**src/rtl/alu_bool_pipe.sv**
```systemverilog
// ---------------------------------------------------------------------------
// alu_bool_pipe
//
// Pipelined boolean/compare ALU. One of eight operations is evaluated
// combinationally on the incoming operands. The result is captured into the
// first register stage when the input beat is accepted. It then travels
// through an elastic chain of STAGES registers to the consumer. A saturating
// counter records how many accepted beats carried an undefined opcode.
//
// Parameters
//   WIDTH   operand/result width, 2..64
//   STAGES  number of register stages (= latency in cycles), 1..4
//   CNT_W   width of illegal_cnt
//
// Ports
//   clk          rising-edge clock
//   rst_n        asynchronous active-low reset
//   in_valid     operand beat valid
//   in_ready     pipeline accepts a beat this cycle
//   in_a, in_b   operands (WIDTH bits)
//   in_opcode    operation select:
//                  0 AND, 1 OR, 2 NOR, 3 XNOR, 4 LE unsigned, 5 XOR,
//                  6 LE signed, 7 EQ, 8..F illegal
//   out_valid    result beat valid
//   out_ready    consumer accepts the result this cycle
//   out_result   result (compares return 0/1 in bit 0)
//   out_zero     out_result == 0
//   out_illegal  beat carried an undefined opcode
//   illegal_cnt  accepted illegal beats, saturating at all-ones
//
// Handshake: a beat transfers on a port in every cycle where valid and ready
// are both high at the rising edge. A producer that raises valid holds it and
// its data until the transfer happens. The ready signals never depend on the
// matching valid on the same side. in_ready depends on the pipeline state and
// on out_ready. out_valid comes straight from a register, so in_valid never
// reaches out_valid combinationally.
// ---------------------------------------------------------------------------
module alu_bool_pipe #(
  parameter int WIDTH  = 16,
  parameter int STAGES = 2,
  parameter int CNT_W  = 8
) (
  input  logic             clk,
  input  logic             rst_n,
  input  logic             in_valid,
  output logic             in_ready,
  input  logic [WIDTH-1:0] in_a,
  input  logic [WIDTH-1:0] in_b,
  input  logic [3:0]       in_opcode,
  output logic             out_valid,
  input  logic             out_ready,
  output logic [WIDTH-1:0] out_result,
  output logic             out_zero,
  output logic             out_illegal,
  output logic [CNT_W-1:0] illegal_cnt
);

  localparam logic [3:0] OP_AND  = 4'h0;
  localparam logic [3:0] OP_OR   = 4'h1;
  localparam logic [3:0] OP_NOR  = 4'h2;
  localparam logic [3:0] OP_XNOR = 4'h3;
  localparam logic [3:0] OP_LEU  = 4'h4;
  localparam logic [3:0] OP_XOR  = 4'h5;
  localparam logic [3:0] OP_LES  = 4'h6;
  localparam logic [3:0] OP_EQ   = 4'h7;

  localparam int LAST = STAGES - 1;

  // -------------------------------------------------------------------------
  // Combinational compute
  // -------------------------------------------------------------------------
  logic             le_u;
  logic             le_s;
  logic             eq;
  logic [WIDTH-1:0] comp_res;
  logic             comp_zero;
  logic             comp_ill;

  assign le_u = (in_a <= in_b);
  assign le_s = ($signed(in_a) <= $signed(in_b));
  assign eq   = (in_a == in_b);

  always_comb begin
    comp_res = '0;
    comp_ill = 1'b0;
    case (in_opcode)
      OP_AND:  comp_res = in_a & in_b;
      OP_OR:   comp_res = in_a | in_b;
      OP_NOR:  comp_res = ~(in_a | in_b);
      OP_XNOR: comp_res = ~(in_a ^ in_b);
      OP_LEU:  comp_res = {{(WIDTH-1){1'b0}}, le_u};
      OP_XOR:  comp_res = in_a ^ in_b;
      OP_LES:  comp_res = {{(WIDTH-1){1'b0}}, le_s};
      OP_EQ:   comp_res = {{(WIDTH-1){1'b0}}, eq};
      // Undefined opcodes: result stays 0, so out_zero is also set.
      default: comp_ill = 1'b1;
    endcase
  end

  assign comp_zero = (comp_res == '0);

  // -------------------------------------------------------------------------
  // Elastic stage chain
  // -------------------------------------------------------------------------
  logic [STAGES-1:0] stg_valid;
  logic [STAGES-1:0] stg_zero;
  logic [STAGES-1:0] stg_ill;
  logic [STAGES-1:0] stg_load;
  logic [WIDTH-1:0]  stg_res [STAGES];
  logic              accept;

  // A stage may load when its contents leave this cycle or when it is empty.
  // The contents leave when every stage downstream can also take a beat.
  // This reduces to a closed form: stage k can load when out_ready is high or
  // when any stage from k to the last one is empty. Writing it this way avoids
  // a combinational loop through a ripple chain.
  always_comb begin
    stg_load = '0;
    for (int k = 0; k < STAGES; k++) begin
      stg_load[k] = out_ready;
      for (int j = k; j < STAGES; j++) begin
        if (!stg_valid[j]) stg_load[k] = 1'b1;
      end
    end
  end

  assign in_ready = stg_load[0];
  assign accept   = in_valid && in_ready;

  always_ff @(posedge clk or negedge rst_n) begin
    if (!rst_n) begin
      stg_valid <= '0;
      stg_zero  <= '0;
      stg_ill   <= '0;
      for (int k = 0; k < STAGES; k++) stg_res[k] <= '0;
    end else begin
      // Stage 0 is fed by the input port.
      if (stg_load[0]) begin
        stg_valid[0] <= in_valid;
      end
      if (accept) begin
        stg_res[0]  <= comp_res;
        stg_zero[0] <= comp_zero;
        stg_ill[0]  <= comp_ill;
      end
      // A loading stage takes whatever the stage before it holds. If that
      // stage is empty, the bubble moves forward. The payload is only
      // copied along with a real beat.
      for (int k = 1; k < STAGES; k++) begin
        if (stg_load[k]) begin
          stg_valid[k] <= stg_valid[k-1];
          if (stg_valid[k-1]) begin
            stg_res[k]  <= stg_res[k-1];
            stg_zero[k] <= stg_zero[k-1];
            stg_ill[k]  <= stg_ill[k-1];
          end
        end
      end
    end
  end

  assign out_valid   = stg_valid[LAST];
  assign out_result  = stg_res[LAST];
  assign out_zero    = stg_zero[LAST];
  assign out_illegal = stg_ill[LAST];

  // -------------------------------------------------------------------------
  // Illegal-opcode counter: counts when a beat is accepted, holds at all-ones
  // -------------------------------------------------------------------------
  always_ff @(posedge clk or negedge rst_n) begin
    if (!rst_n) begin
      illegal_cnt <= '0;
    end else if (accept && comp_ill && (illegal_cnt != {CNT_W{1'b1}})) begin
      illegal_cnt <= illegal_cnt + 1'b1;
    end
  end

endmodule
```
**config.mk**
```make
export PLATFORM = sky130hd
export DESIGN_NAME = alu_bool_pipe
export DESIGN_NICKNAME = d
export VERILOG_FILES = /design/src/rtl/alu_bool_pipe.sv
export SDC_FILE = /design/constraint.sdc
export NUM_CORES = 1
export LEC_CHECK = 0
export ABC_AREA = 1
export CAP_MARGIN = 20
export CORE_MARGIN = 2
export CORE_UTILIZATION = 48
export CTS_BUF_LIST = sky130_fd_sc_hd__clkbuf_4 sky130_fd_sc_hd__clkbuf_8
export CTS_CLUSTER_DIAMETER = 60
export DETAILED_ROUTE_END_ITERATION = 8
export HOLD_SLACK_MARGIN = 0.02
export PLACE_DENSITY = 0.74
export SYNTH_ARGS = -nofsm -noshare
export SYNTH_HDL_FRONTEND = slang
export SYNTH_SLANG_ARGS = --single-unit
```
**constraint.sdc**
```tcl
create_clock -name clk -period 1.7 [get_ports clk]
set_input_delay 0.34 -clock clk [delete_from_list [all_inputs] [get_ports clk]]
set_output_delay 0.34 -clock clk [all_outputs]
set_load 0.03 [all_outputs]
```
=== Yosys cells after proc, flatten, opt, wreduce, memory -nomap -nowiden ===
Cells that the tools add are included.

* Register bits: 46
* Output and inout port bits: 28

* Mux-type cells: 5
* Equal/unequal tests: 9
* $lt $le $gt $ge: 2
* Reductions and logical operators: 7
* $add $sub $neg: 1
* Bitwise operators: 5

{| class="wikitable"
|+ Operator list
! kind !! number
|-
| $pmux 16 s8 || 1
|-
| $le 16x16->1 || 2
|-
| $not 16->16 || 2
|-
| $and 16x16->16 || 1
|-
| $eq 16x16->1 || 1
|-
| $eq 4x3->1 const B || 4
|-
| $logic_not 16->1 || 1
|-
| $or 16x16->16 || 1
|-
| $xor 16x16->16 || 1
|-
| $add 8x1->8 const B || 1
|-
| $eq 4x2->1 const B || 2
|-
| $ne 8x8->1 const B || 1
|-
| $reduce_or 8->1 || 1
|-
| $eq 4x1->1 const B || 1
|-
| $logic_not 4->1 || 1
|-
| $mux 1 || 4
|-
| $logic_and 1x1->1 || 3
|-
| $reduce_and 2->1 || 1
|}

=== Depth between registers and ports, before layout ===
* Depth after elaboration: 5
* Mapped depth: 16
* Depth with buffers taken out: 16

=== Least setup slack after synthesis ===
OpenSTA, ideal clock, no wires.

* Kind: register to register
* Start: register stg_valid[1]
* End: register illegal_cnt[7]
* Clock period less this slack: 1803 ps
* Stages on the path, launching flop included: 10
* Data arrival time: 1680 ps
* Data required time: 1577 ps
* Slack: -103 ps
* Path buffers: 0
* Cells stage by stage: dfrtp_1 > nand3_2 > nand2_1 > nor2_1 > nand2_1 > nor2_1 > nand3_1 > nor2_1 > nand2_1 > xor2_1

* Cells in the longest elaborated chain, start to end: 4

{| class="wikitable"
|+ RTL lines
! element !! RTL line !! text
|-
| from (decl) || 105 || <nowiki>logic [STAGES-1:0] stg_valid;</nowiki>
|-
| from (signal, indexed assignment) || 151 || <nowiki>stg_valid[k] <= stg_valid[k-1];</nowiki>
|-
| $mux 1 || 122 || <nowiki>if (!stg_valid[j]) stg_load[k] = 1'b1;</nowiki>
|-
| via in_ready || 46 || <nowiki>output logic in_ready,</nowiki>
|-
| $logic_and 1x1->1 || 128 || <nowiki>assign accept = in_valid && in_ready;</nowiki>
|-
| $logic_and 1x1->1 (2 in a row) || 173 || <nowiki>end else if (accept && comp_ill && (illegal_cnt != {CNT_W{1'b1}})) begin</nowiki>
|-
| to (signal assigned) || 174 || <nowiki>illegal_cnt <= illegal_cnt + 1'b1;</nowiki>
|-
| to (decl) || 55 || <nowiki>output logic [CNT_W-1:0] illegal_cnt</nowiki>
|}

The timed path passes the listed nets, and every way through them passes these cells.
A chain may end at the register's enable or synchronous reset.

=== Final worst setup path ===
* Start: input out_ready
* End: register illegal_cnt[7]

* Cells in the longest elaborated chain, start to end: 5

{| class="wikitable"
|+ RTL lines
! element !! RTL line !! text
|-
| from (decl) || 51 || <nowiki>input logic out_ready,</nowiki>
|-
| $mux 1 (2 in a row) || 122 ||
|-
| $logic_and 1x1->1 || 128 ||
|-
| $logic_and 1x1->1 (2 in a row) || 173 ||
|}

No other way between the ends.

==> flow_summary_export.csv <==
group,metric,value,unit
worst_hold_path,worstHoldPathCells,2,
timing,worst_slack,0.0224,ns
synth,yosysWarnings,0,
finish,drive_gt1_frac,0.384,
pwr,p_int,0.00247,W
synth,yosysUniqueCellTypes,30,
global_route,track_usage,0.228,
critical_path,max_stage_delay,0.45,ns
run,max_cap_violations,0,
synth,syn_nets,552,
critical_path,crit_chain,"clkdlybuf4s50_1, inv_1, nand3_4, nand2_2, nor2_4, nand2_2, nor2_4, nand3_1, nor2_1, nand2_1, xor2_1",
synth,synth.avg_cell_area,7.83,sq um
critical_path,critPathBufInv,2,
critical_path,end_kind,"register",
route,vias,3565,
route,vias_per_cell,5.09,
pwr,powerDensity,734,nW/um^2
timing,fin_crit,1.68,ns
critical_path,worstSetupPathType,"input pin to register",
critical_path,critPathRequiredTime,1.88,ns
synth,synth_most_common_cell,"nand2_1",
synth,synthArstFlopShare,1.00,
synth,synth_edf_count,0,
route,drc,0,
timing,maxSlewHeadroom,0.666,
pwr,vdd_ir_drop_max,0.307,mV
synth,synthCells,463,
synth,ys_seq_area_frac,0.318,
global_route,grt_start_max_net_pins,24,
global_route,grt_pass1_wl,15800,microns
finish,area_delta_synth_final,49.2,%
route,final_antenna_net_count,0,
global_route,grt_pass1_vias,3631,
global_route,antenna_found_initial,0,
place,place_congestion,0.902,
clocking,cts_made_buffers,5,
timing,finalCritPeriodShare,0.987,
timing,max_freq,0.596,GHz
synth,netlist.area_leader.share,0.318,
timing,fin_skew,0.00897,ns
pwr,comb_power_share,0.457,
critical_path,r2r_cells,9,
clocking,cts_max_level,2,
place,hpwlAfterDp,7010,microns
critical_path,crit_arrival,1.86,ns
timing,slew_violations,0,
finish,instances_no_fill,700,
clocking,cts.clk_slew.worst_paths,0.08,ns
floorplanning,die-area,8260,sq um
floorplanning,core-area,7290,sq um
clocking,clk-insertion-delay-late,0.29,ns
synth,ys_top_cells_by_area,"dfrtp_1, ha_1, nand3_1, nand2_1, inv_1",
route,routed_wl,9360,microns
place,pre_cts_slack,-0.615,ns
synth,synth_ff_type,"dfrtp_1",
finish,nets,689,
synth,yosys.area.top_type,"dfrtp_1",
clocking,cts_root_buf,"clkbuf_8",
route,wl_per_cell,13.4,microns
floorplanning,initial_core_util,0.497,
critical_path,start_kind,"input pin",
timing,hold_viol,0,
critical_path,critical_path_depth,11,
pwr,seqPwrFrac,0.375,
floorplanning,num_rows,31,
timing,holdWs,0.485,ns
pwr,swShare,0.379,
finish,num_antenna_cells,0,
route,drt_iter0_drc,93,
route,dr.pass1.iters,5,
worst_hold_path,hp-class,"register to register",
status,outcome,"finished clean",
floorplanning,ios,68,
clocking,cts.sinks,46,
synth,synth_area,3620,sq um
pwr,leakagePower,2.82,nW
pwr,p_switching,0.00150,W
critical_path,critical_path.top_delay_family,"simple AND/OR/NAND/NOR gates",
critical_path,crit_fanout,3,
synth,synth-seq-cells,46,
critical_path,crit_slowest_cell,"clkdlybuf4s50_1",
global_route,grt.overflow.total,0,
clocking,cts_tree,"yes",
floorplanning,dieHeight,90.9,microns
synth,ys_top_cells_by_count,"nand2_1, inv_1, nand3_1",
timing,setup_viol,0,
finish,fillers,585,
floorplanning,die_w,90.9,microns
place,io_buffer_count,67,
place,dp_cells,679,
timing,worstMarginPinSlew,0.501,ns
clocking,cts_max_path_buffers,2,
pwr,clkPwrFrac,0.168,
[cell type report]
| class | instances | area [sq um] | share of cell area |
|---|---|---|---|
| clock buffers | 6 | 82.6 | 0.0153 |
| clock inverters | 2 | 12.5 | 0.00231 |
| inverters | 73 | 279 | 0.0516 |
| multi-input cells | 315 | 2400 | 0.443 |
| flip-flops and latches | 46 | 1150 | 0.214 |
| well taps | 99 | 124 | 0.0229 |
| repair buffers | 158 | 1350 | 0.250 |
| repair inverters | 1 | 7.51 | 0.00139 |
[layout by cell type (no fill, tap or decap), types with 3 or more instances in the layout]
master            n
ha_4             17
inv_2            36
nand2_1          67
buf_6             3
xor2_1            5
clkbuf_2          7
mux2_2           15
nand3b_1          6
dfrtp_1          43
nand3_2           5
a21oi_2           5
dlygate4sd2_1    24
inv_1            35
ha_1             32
nor2_2           15
o21ai_1          14
buf_12            3
dfrtp_2           3
clkbuf_8          6
buf_4            84
nand2_2           8
nor2_4           10
clkdlybuf4s15_1  11
nand3_1          62
nor2_1           14
dlymetal6s2s_1    9
o21ai_0          23
clkdlybuf4s50_1  14
[logic make-up (layout without fill, tap and decap cells)]
logic type | count (synthesis) | in the layout | share of synthesized area
fa+ha+maj | 49 | 49 | 0.169
simple gates | 195 | 195 | 0.246
compound gates | 49 | 49 | 0.0711
buf+inv | 102 | 240 | 0.133
flops | 46 | 46 | 0.318
mux | 15 | 15 | 0.0466
xor+xnor | 7 | 7 | 0.0169
[power groups by stage]
stage	clock (W)	sequential (W)	combinational (W)
after floorplan	0	0.00163	0.000832
after global placement	0	0.00148	0.00160
after detailed placement	0	0.00150	0.00165
after CTS	0.000691	0.00147	0.00169
after global routing	0.000750	0.00152	0.00196
final	0.000667	0.00149	0.00182
[worst min-delay path, cell delays in order, from the launching register on]
cell and delay (ns):
dfrtp_1 0.35, nand2_1 0.05, o21ai_0 0.06
[metal layers]
| layer | vias up | global-route usage | wire length (microns) |
|---|---|---|---|
| li1 | 1738 | - | - |
| met1 | 1692 | 0.269 | 3900 |
| met2 | 105 | 0.412 | 4760 |
| met3 | 30 | 0.0392 | 445 |
| met4 | 0 | 0.0833 | 252 |
| met5 | - | 0 | 0 |
[final timing paths]
| path | end | startpoint | slack [ns] |
|---|---|---|---|
| min in group asynchronous | stg_res[16]$_DFFE_PN0P_ | rst_n | 0.54 |
| hold / removal | stg_res[26]$_DFFE_PN0P_ | stg_res[26]$_DFFE_PN0P_ | 0.48 |
| setup / recovery | illegal_cnt[7]$_DFFE_PN0P_ | out_ready | 0.02 |
| hold reg to reg | stg_res[26]$_DFFE_PN0P_ | stg_res[26]$_DFFE_PN0P_ | 0.48 |
| setup reg to reg | illegal_cnt[5]$_DFFE_PN0P_ | illegal_cnt[0]$_DFFE_PN0P_ | 0.08 |
| max in group asynchronous | stg_res[26]$_DFFE_PN0P_ | rst_n | 0.60 |
[stage by stage]
stage / power [W] / setup TNS [ns] / util / instance area [sq um]
final: 0.00397 / 0 / 0.742 / 5410
after global routing: 0.00423 / -0.128 / 0.742 / 5410
after CTS: 0.00385 / 0 / 0.713 / 5200
after detailed placement: 0.00314 / -6.60 / 0.665 / 4850
after global placement: 0.00309 / -5.69 / 0.665 / 4850
after floorplan: 0.00246 / 0 / - / 3640
[registers in the layout, summed over array words and instances, names as in the netlist]
| name | cells |
|---|---|
| stg_res | 16 |
| out_result | 16 |
| stg_valid | 2 |
| stg_zero | 2 |
| illegal_cnt | 8 |
| stg_ill | 2 |
[timing repair]
| item | CTS | global route |
|---|---|---|
| endpoints found under the hold margin | 15 | 0 |
| resized for setup | 121 | 71 |
| setup endpoints to repair | 14 | 16 |
| pin swaps | 27 | 38 |
| buffers inserted | 1 | 9 |
| hold buffers | 1 | 0 |
| gates cloned | 2 | 0 |
No activity file was read; power rests on OpenSTA's default activity.
